## config.mk

```make
export PLATFORM = sky130hd
export DESIGN_NAME = crc8_framer
export DESIGN_NICKNAME = d
export VERILOG_FILES = /design/src/rtl/crc8_pkg.sv /design/src/rtl/calc_crc.sv /design/src/rtl/crc8_framer.sv
export SDC_FILE = /design/constraint.sdc
export NUM_CORES = 1
export LEC_CHECK = 0
export BUFFER_PORTS_ARGS = -buffer_cell sky130_fd_sc_hd__buf_2
export CORE_UTILIZATION = 31
export DETAILED_ROUTE_END_ITERATION = 8
export PLACE_DENSITY_LB_ADDON = 0.15
export SETUP_SLACK_MARGIN = 0.05
export SLEW_MARGIN = 10
export SYNTH_ARGS = -nofsm -noshare
export SYNTH_HDL_FRONTEND = slang
export SYNTH_SLANG_ARGS = --single-unit
```

## constraint.sdc

```tcl
create_clock -name CLK_I -period 2.2 [get_ports CLK_I]
set_clock_uncertainty 0.15 [all_clocks]
set_input_delay 0.22 -clock CLK_I [delete_from_list [all_inputs] [get_ports CLK_I]]
set_output_delay 0.22 -clock CLK_I [all_outputs]
set_load 0.01 [all_outputs]
```

## src/rtl/crc8_pkg.sv

```systemverilog
// crc8_pkg -- shared definitions for the CRC-8 framer.
//   CRC_W     : CRC register width
//   POLY      : generator polynomial x^8+x^2+x+1, MSB-first, non-reflected
//   CRC_CHECK : CRC-8 of the ASCII string "123456789" with a zero seed
//   state_t   : framer FSM states
//   crc8_update() : one-byte combinational CRC update
package crc8_pkg;

  localparam int              CRC_W     = 8;
  localparam logic [CRC_W-1:0] POLY      = 8'h07;
  localparam logic [CRC_W-1:0] CRC_CHECK = 8'hF4;

  typedef enum logic {
    S_DATA = 1'b0,
    S_CRC  = 1'b1
  } state_t;

  // Byte-at-a-time update: fold the whole byte in first, then shift eight
  // times, reducing by POLY whenever a one falls off the top.
  function automatic logic [CRC_W-1:0] crc8_update(input logic [CRC_W-1:0] crc,
                                                    input logic [7:0]       data);
    logic [CRC_W-1:0] c;
    c = crc ^ data;
    for (int i = 0; i < 8; i++) begin
      if (c[CRC_W-1]) begin
        c = {c[CRC_W-2:0], 1'b0} ^ POLY;
      end else begin
        c = {c[CRC_W-2:0], 1'b0};
      end
    end
    return c;
  endfunction

endpackage

```

## src/rtl/calc_crc.sv

```systemverilog
// calc_crc -- purely combinational CRC-8 (poly 0x07) update of one byte.
//   CRC_I  [7:0] : current CRC value
//   DATA_I [7:0] : byte to fold in
//   CRC_O  [7:0] : updated CRC
module calc_crc
  import crc8_pkg::*;
(
  input  logic [CRC_W-1:0] CRC_I,
  input  logic [7:0]       DATA_I,
  output logic [CRC_W-1:0] CRC_O
);

  assign CRC_O = crc8_update(CRC_I, DATA_I);

endmodule

```

## src/rtl/crc8_framer.sv

```systemverilog
// crc8_framer -- streams payload bytes through a one-register output stage
// and appends a CRC-8 byte after the beat marked LAST_I.
//   CLK_I     : clock, rising edge
//   RSTN_I    : asynchronous active-low reset
//   DATA_I    : payload byte        VALID_I : input beat valid
//   LAST_I    : final payload byte   READY_O : input beat accepted
//   DATA_O    : payload or CRC byte  VALID_O : output beat valid
//   LAST_O    : DATA_O is the CRC    READY_I : output beat consumed
//   FRAMES_O  : count of consumed CRC beats (wraps)
module crc8_framer
  import crc8_pkg::*;
#(
  parameter logic [7:0] INIT   = 8'h00,
  parameter logic [7:0] XOROUT = 8'h00
)(
  input  logic        CLK_I,
  input  logic        RSTN_I,
  input  logic [7:0]  DATA_I,
  input  logic        VALID_I,
  input  logic        LAST_I,
  output logic        READY_O,
  output logic [7:0]  DATA_O,
  output logic        VALID_O,
  output logic        LAST_O,
  input  logic        READY_I,
  output logic [15:0] FRAMES_O
);

  state_t           state_r;
  logic [CRC_W-1:0] crc_r;
  logic [CRC_W-1:0] crc_next_s;
  logic [7:0]       data_r;
  logic             valid_r;
  logic             last_r;
  logic [15:0]      frames_r;
  logic             slot_free_s;

  calc_crc u_calc_crc (
    .CRC_I  (crc_r),
    .DATA_I (DATA_I),
    .CRC_O  (crc_next_s)
  );

  // The output register may be loaded when it is empty or being drained.
  // READY_O depends only on registered state and READY_I, never on VALID_I.
  assign slot_free_s = !valid_r || READY_I;
  assign READY_O     = (state_r == S_DATA) && slot_free_s;

  assign DATA_O   = data_r;
  assign VALID_O  = valid_r;
  assign LAST_O   = last_r;
  assign FRAMES_O = frames_r;

  // Framer FSM, CRC accumulator, output stage and frame counter.
  always_ff @(posedge CLK_I or negedge RSTN_I) begin
    if (!RSTN_I) begin
      state_r  <= S_DATA;
      crc_r    <= INIT;
      data_r   <= 8'h00;
      valid_r  <= 1'b0;
      last_r   <= 1'b0;
      frames_r <= 16'h0000;
    end else begin
      // Count a frame only once its CRC beat has actually left.
      if (valid_r && READY_I && last_r) begin
        frames_r <= frames_r + 16'd1;
      end else begin
        frames_r <= frames_r;
      end

      // While stalled (VALID_O && !READY_I) nothing below fires, so the
      // output beat is held stable.
      if (slot_free_s) begin
        case (state_r)
          S_DATA: begin
            if (VALID_I) begin
              data_r  <= DATA_I;
              last_r  <= 1'b0;
              valid_r <= 1'b1;
              crc_r   <= crc_next_s;
              if (LAST_I) begin
                state_r <= S_CRC;
              end else begin
                state_r <= S_DATA;
              end
            end else begin
              valid_r <= 1'b0;
            end
          end
          S_CRC: begin
            // Reseed here so a back-to-back frame starts clean next cycle.
            data_r  <= crc_r ^ XOROUT;
            last_r  <= 1'b1;
            valid_r <= 1'b1;
            crc_r   <= INIT;
            state_r <= S_DATA;
          end
          default: begin
            state_r <= S_DATA;
            crc_r   <= INIT;
            valid_r <= 1'b0;
            last_r  <= 1'b0;
          end
        endcase
      end else begin
        state_r <= state_r;
      end
    end
  end

endmodule

```

==> results.json, run 1 <==
{
  "min_path_type": "in -> reg",
  "antenna_found_initial": 0,
  "placed_area_mm2": 0.00209,
  "fin_setup_tns_ns": 0,
  "root_buffer": "clkbuf_8",
  "worstReg2RegEnd": "crc_r[4]",
  "power_density_mw_per_mm2": 1020,
  "drc": 0,
  "hold_end": "state_r",
  "start_kind": "flop",
  "core.rowCount": 27,
  "cts_resized": 0,
  "nets": 225,
  "maxSlewHeadroom_pct": 46.0,
  "reg2reg_depth": 4,
  "grt_pass1_vias": 1326,
  "cts.sinks": 35,
  "crit_path_end_kind": "flop",
  "netlist_area_mm2": 0.00181,
  "ctsHtreeMaxLevel": 2,
  "synth_seq_area_share_pct": 48.4,
  "syn_avg_cell_area_um2": 10.9,
  "p_leak_uw": 0.00108,
  "cts_made_buffers": 5,
  "gp_congestion": 0.688,
  "outcome": "finished, final reports clean",
  "cp_slowest_cell": "dfrtp_1",
  "io_buffers": 39,
  "cp_data_arrival_time_ns": 1.79,
  "finalPower_uw": 2230,
  "clk_pin_slew_worst_paths_ns": 0.07,
  "r2r_start": "crc_r[3]",
  "vdd_drop_max_mv": 0.292,
  "synth_seq_cells": 35,
  "finalSetupViolations": 0,
  "crit_required_ns": 2.26,
  "timing.reg2reg.setup_slack_ns": 0.46,
  "cts_max_path_buffers": 2,
  "ant_nets": 0,
  "ys_types": 29,
  "first_iter_violations": 42,
  "slew_violations": 0,
  "criticalPathCategory": "reg -> reg",
  "crit_path_max_incr_delay_ns": 0.42,
  "dieWidth_um": 78.4,
  "vias": 1316,
  "crit_chain": "xnor2_2 -> xnor3_1 -> or3_1 -> o21ai_0",
  "drt-total-wl_um": 3670,
  "dieHeight_um": 78.4,
  "first_pass_iters": 4,
  "dp_hpwl_um": 2690,
  "worst_slew_pin_slew_ns": 0.810,
  "hold_viol": 0,
  "rsz0062_at_grt": "false",
  "core-area_mm2": 0.00557,
  "drive_above_1_share_pct": 24.5,
  "overflow": 0,
  "grt.total_usage_pct": 13.8,
  "tritoncts": "built",
  "diodes": 0,
  "hold_start": "LAST_I",
  "syn_inst": 166,
  "final_cell_area_mm2": 0.00219,
  "fin_hold_ws_ns": 0.0263,
  "grt_pass1_wl_um": 6440,
  "syn_to_final_growth_pct": 20.8,
  "yosys_warnings": 0,
  "clkLatencyLatePin_ns": 0.29,
  "dieArea_mm2": 0.00615,
  "post-route-min-period_ns": 1.74,
  "fillers": 579,
  "min_period_over_period_pct": 79.0,
  "max_cap_viol_count": 0,
  "io_pins": 40,
  "holdPathStages": 3,
  "syn-num-nets": 180,
  "routed_via_density": 4.63,
  "wl_per_cell_um": 12.9,
  "worstPathMaxFanout": 3,
  "grt_max_degree": 36,
  "start_util_pct": 32.5,
  "fmax_mhz": 576
}
## cell families after synthesis
logic type      after synthesis  synth area share [%]
compound gates               24                  7.40
flops                        35                  48.4
fa+ha+maj                     1                 0.691
xor+xnor                     37                  22.7
mux                           8                  4.50
buf+inv                      11                  2.49
simple gates                 50                  13.8
## through the flow
step	setup slack (ns)	instances	utilization, %
2_1_floorplan	0.592	166	-
3_3_place_gp	0.499	275	37.6
3_5_place_dp	0.474	275	37.6
4_1_cts	0.440	284	39.2
5_1_grt	0.311	284	39.2
6_report	0.463	284	39.2
## layout make-up
| class | instances | area [um2] | area share, % |
|---|---|---|---|
| Inverter | 6 | 22.5 | 1.03 |
| Clock buffer | 7 | 76.3 | 3.49 |
| Sequential cell | 35 | 876 | 40.1 |
| Multi-Input combinational cell | 120 | 888 | 40.6 |
| Timing Repair Buffer | 43 | 228 | 10.4 |
| Tap cell | 72 | 90.1 | 4.12 |
| Clock inverter | 1 | 5.00 | 0.229 |
## cell usage after synthesis
| cell | count | share of area (%) |
|---|---|---|
| a21oi_1 | 5 | 1.4 |
| a22o_1 | 2 | 0.97 |
| and2_1 | 1 | 0.35 |
| and3_1 | 5 | 1.7 |
| and4_1 | 1 | 0.48 |
| buf_4 | 1 | 0.42 |
| clkbuf_1 | 4 | 0.83 |
| dfrtp_1 | 35 | 48 |
| ha_1 | 1 | 0.69 |
| inv_1 | 6 | 1.2 |
| mux2_2 | 1 | 0.62 |
| mux2i_1 | 7 | 3.9 |
| nand2_1 | 24 | 5.0 |
| nand2b_1 | 1 | 0.35 |
| nand3_1 | 3 | 0.83 |
| nand4_1 | 3 | 1.0 |
| nor2_1 | 3 | 0.62 |
| nor2b_1 | 1 | 0.35 |
| nor3_1 | 3 | 0.83 |
| nor3b_1 | 1 | 0.42 |
| nor4b_2 | 1 | 0.83 |
| o21ai_0 | 12 | 3.3 |
| o22ai_1 | 5 | 1.7 |
| or3_1 | 3 | 1.0 |
| xnor2_1 | 20 | 9.7 |
| xnor2_2 | 2 | 1.8 |
| xnor3_1 | 3 | 3.7 |
| xor2_1 | 10 | 4.8 |
| xor3_1 | 2 | 2.6 |
## power breakdown
part           leakage, uW  total (uW)  internal, uW  switching (uW)
Combinational     0.000584         861           467             393
Clock            0.0000422         450           222             228
Sequential        0.000448         921           787             134
Total              0.00108        2230          1480             755
## layout by cell type (no fill, tap or decap), drive strengths merged
master,instances
a21oi,5
a22o,2
and2,1
and3,5
and4,1
buf,42
clkbuf,7
clkinv,1
dfrtp,35
dlygate4sd3,1
ha,1
inv,6
mux2,1
mux2i,7
nand2,24
nand2b,1
nand3,3
nand4,3
nor2,3
nor2b,1
nor3,3
nor3b,1
nor4b,1
o21ai,12
o22ai,5
or3,3
xnor2,22
xnor3,3
xor2,10
xor3,2
## per-layer routing
layer / global-route usage [%] / vias to the layer above / part of all wire (%)
li1: - / 657 / -
met3: 3.95 / 6 / 4.1
met4: 5.19 / 0 / 1.3
met2: 21.8 / 25 / 46
met5: 0 / - / 0
met1: 17.7 / 628 / 48
## worst max path at each step
stage	depth (start not counted)	endpoint	start
3_5_place_dp	4	crc_r[2]	crc_r[1]
4_1_cts	4	crc_r[4]	crc_r[3]
5_1_grt	4	crc_r[2]	crc_r[1]
6_report	4	crc_r[4]	crc_r[3]
2_1_floorplan	4	crc_r[2]	crc_r[1]
3_3_place_gp	4	crc_r[2]	crc_r[1]
## worst max-delay path: cells and delay by family, from the launching register on
family	cells	cell delay, ns
xor gates and xnor gates	2	0.67
DFF	1	0.42
and+or+nand+nor	1	0.34
AOI/OAI and AO/OA	1	0.08
## state kept, by name (all words and copies together) (netlist names)
| register | count |
|---|---|
| DATA_O | 8 |
| FRAMES_O | 16 |
| LAST_O | 1 |
| VALID_O | 1 |
| crc_r | 8 |
| state_r | 1 |
## timing repair
| item | CTS | global route |
|---|---|---|
| hold buffers | 1 | 0 |
| endpoints found under the hold margin | 35 | 0 |
| buffers inserted | 0 | 0 |
(Power assumes the default switching activity.)
==> run 2: changes to the inputs <==
clock period = 1.76 ns   (was 2.2 ns; I/O delays follow)
==> run 2 against run 1 <==
- hold slack lost 0.0090 ns
- sequential cell count is the same
- total power grew 29%
- wire length shrank 1.9%
- critical endpoint is now crc_r[2]
- largest power group is now combinational cells
- highest routed layer unchanged
==> results.json, run 2 (same netlist as run 1, synthesis figures left out) <==
{
  "grt.total_usage_pct": 13.1,
  "dieWidth_um": 78.4,
  "crit_end": "crc_r[2]",
  "clk_pin_slew_worst_paths_ns": 0.07,
  "dieHeight_um": 78.4,
  "criticalPathCategory": "reg -> reg",
  "min_period_over_period_pct": 92.9,
  "start_kind": "flop",
  "root_buffer": "clkbuf_8",
  "final_cell_area_mm2": 0.00229,
  "cts_max_path_buffers": 2,
  "cts_made_buffers": 5,
  "drive_above_1_share_pct": 28.3,
  "wl_per_cell_um": 12.2,
  "crit_path_end_kind": "flop",
  "drt-total-wl_um": 3600,
  "grt_pass1_vias": 1293,
  "final_common_cell": "buf_2",
  "post-route-min-period_ns": 1.64,
  "reg2reg_depth": 5,
  "fmax_mhz": 611,
  "fin_setup_tns_ns": 0,
  "first_iter_violations": 59,
  "mostFrequentLayoutCells": "buf_2, dfrtp_1, nand2_1",
  "timing.reg2reg.setup_slack_ns": 0.12,
  "dieArea_mm2": 0.00615,
  "maxSlewHeadroom_pct": 72.1,
  "p_leak_uw": 0.00114,
  "vias": 1331,
  "grt_max_degree": 23,
  "finalSetupViolations": 0,
  "rsz0062_at_grt": "false",
  "power_density_mw_per_mm2": 1260,
  "worstReg2RegEnd": "crc_r[2]",
  "core.rowCount": 27,
  "grt_pass1_wl_um": 6110,
  "gp_congestion": 0.725,
  "tritoncts": "built",
  "vdd_drop_max_mv": 0.468,
  "ant_nets": 0,
  "worst_slew_pin_slew_ns": 0.419,
  "crit_required_ns": 1.78,
  "cts.sinks": 35,
  "placed_area_mm2": 0.00217,
  "setup_slack_ns": 0.124,
  "routed_via_density": 4.51,
  "r2r_start": "crc_r[1]",
  "start_util_pct": 32.5,
  "min_path_type": "in -> reg",
  "pre_cts_ws_ns": 0.139,
  "cp_data_arrival_time_ns": 1.65,
  "outcome": "finished, final reports clean",
  "io_buffers": 39,
  "drc": 0,
  "max_cap_viol_count": 0,
  "syn_to_final_growth_pct": 26.6,
  "clkLatencyLatePin_ns": 0.28,
  "largest_reg_flops": 16,
  "first_pass_iters": 4,
  "ctsHtreeMaxLevel": 2,
  "hold_viol": 0,
  "diodes": 0,
  "io_pins": 40,
  "dp_hpwl_um": 2720,
  "overflow": 0,
  "worstPathMaxFanout": 3,
  "startpoint": "crc_r[1]",
  "antenna_found_initial": 0,
  "core-area_mm2": 0.00557,
  "nets": 236,
  "slew_violations": 0
}
-- run 2: changes by cell type in the layout (fill, tap and decap cells not counted), sizes merged --
cell	delta
buf	+10
dlygate4sd3	+1
-- run 2: how the worst min path moves through the flow --
stage	startpoint	to	slack, ns	cells past startpoint
final	VALID_I	VALID_O	0.02	2
after global routing	VALID_I	VALID_O	0.02	2
after CTS	VALID_I	VALID_O	0.007	2
after detailed placement	RSTN_I	FRAMES_O[7]	-0.01	1
after global placement	RSTN_I	FRAMES_O[7]	-0.003	1
after floorplan	RSTN_I	DATA_O[0]	-0.27	0
-- run 2: area by class of cell --
class / instances / area (um2)
Inverter: 6 / 22.5
Tap cell: 72 / 90.1
Timing Repair Buffer: 54 / 325
Clock buffer: 7 / 76.3
Sequential cell: 35 / 876
Clock inverter: 1 / 5.00
Fill cell: 564 / 3280
Multi-Input combinational cell: 120 / 896
-- run 2: timing repair --
item,in CTS,in global routing
hold buffers,2,0
endpoints found under the setup margin,0,2
hold endpoints to repair,21,0
setup buffers,0,2
resized for setup,0,1
-- run 2: stage by stage --
stage | hold slack (ns) | utilization (%) | instances | total power (uW)
global route | 0.0152 | 41.1 | 295 | 3110
floorplan | -0.270 | - | 166 | 1970
global placement | -0.00256 | 38.9 | 283 | 2330
finish | 0.0174 | 41.1 | 295 | 2890
detailed placement | -0.0140 | 38.9 | 283 | 2340
CTS | 0.00740 | 40.7 | 293 | 2910
-- run 2: report_power, final --
| part | switching, uW | internal [uW] | leakage (uW) | total, uW |
|---|---|---|---|---|
| clock | 280 | 278 | 0.0000422 | 558 |
| combinational | 507 | 676 | 0.000648 | 1180 |
| sequential | 166 | 984 | 0.000448 | 1150 |
-- run 2: critical path, cell delays in order (launching register included) --
cell and delay, ns:
dfrtp_1 0.40, xnor2_1 0.17, buf_4 0.15, xnor3_1 0.40
a21oi_1 0.15, o22ai_1 0.09
-- run 2: per-layer routing --
| metal | part of all wire (%) | global-route usage [%] |
|---|---|---|
| met4 | 1.3 | 6.11 |
| met1 | 47 | 16.9 |
| met3 | 4.4 | 3.72 |
| met2 | 47 | 20.2 |
| met5 | 0 | 0 |
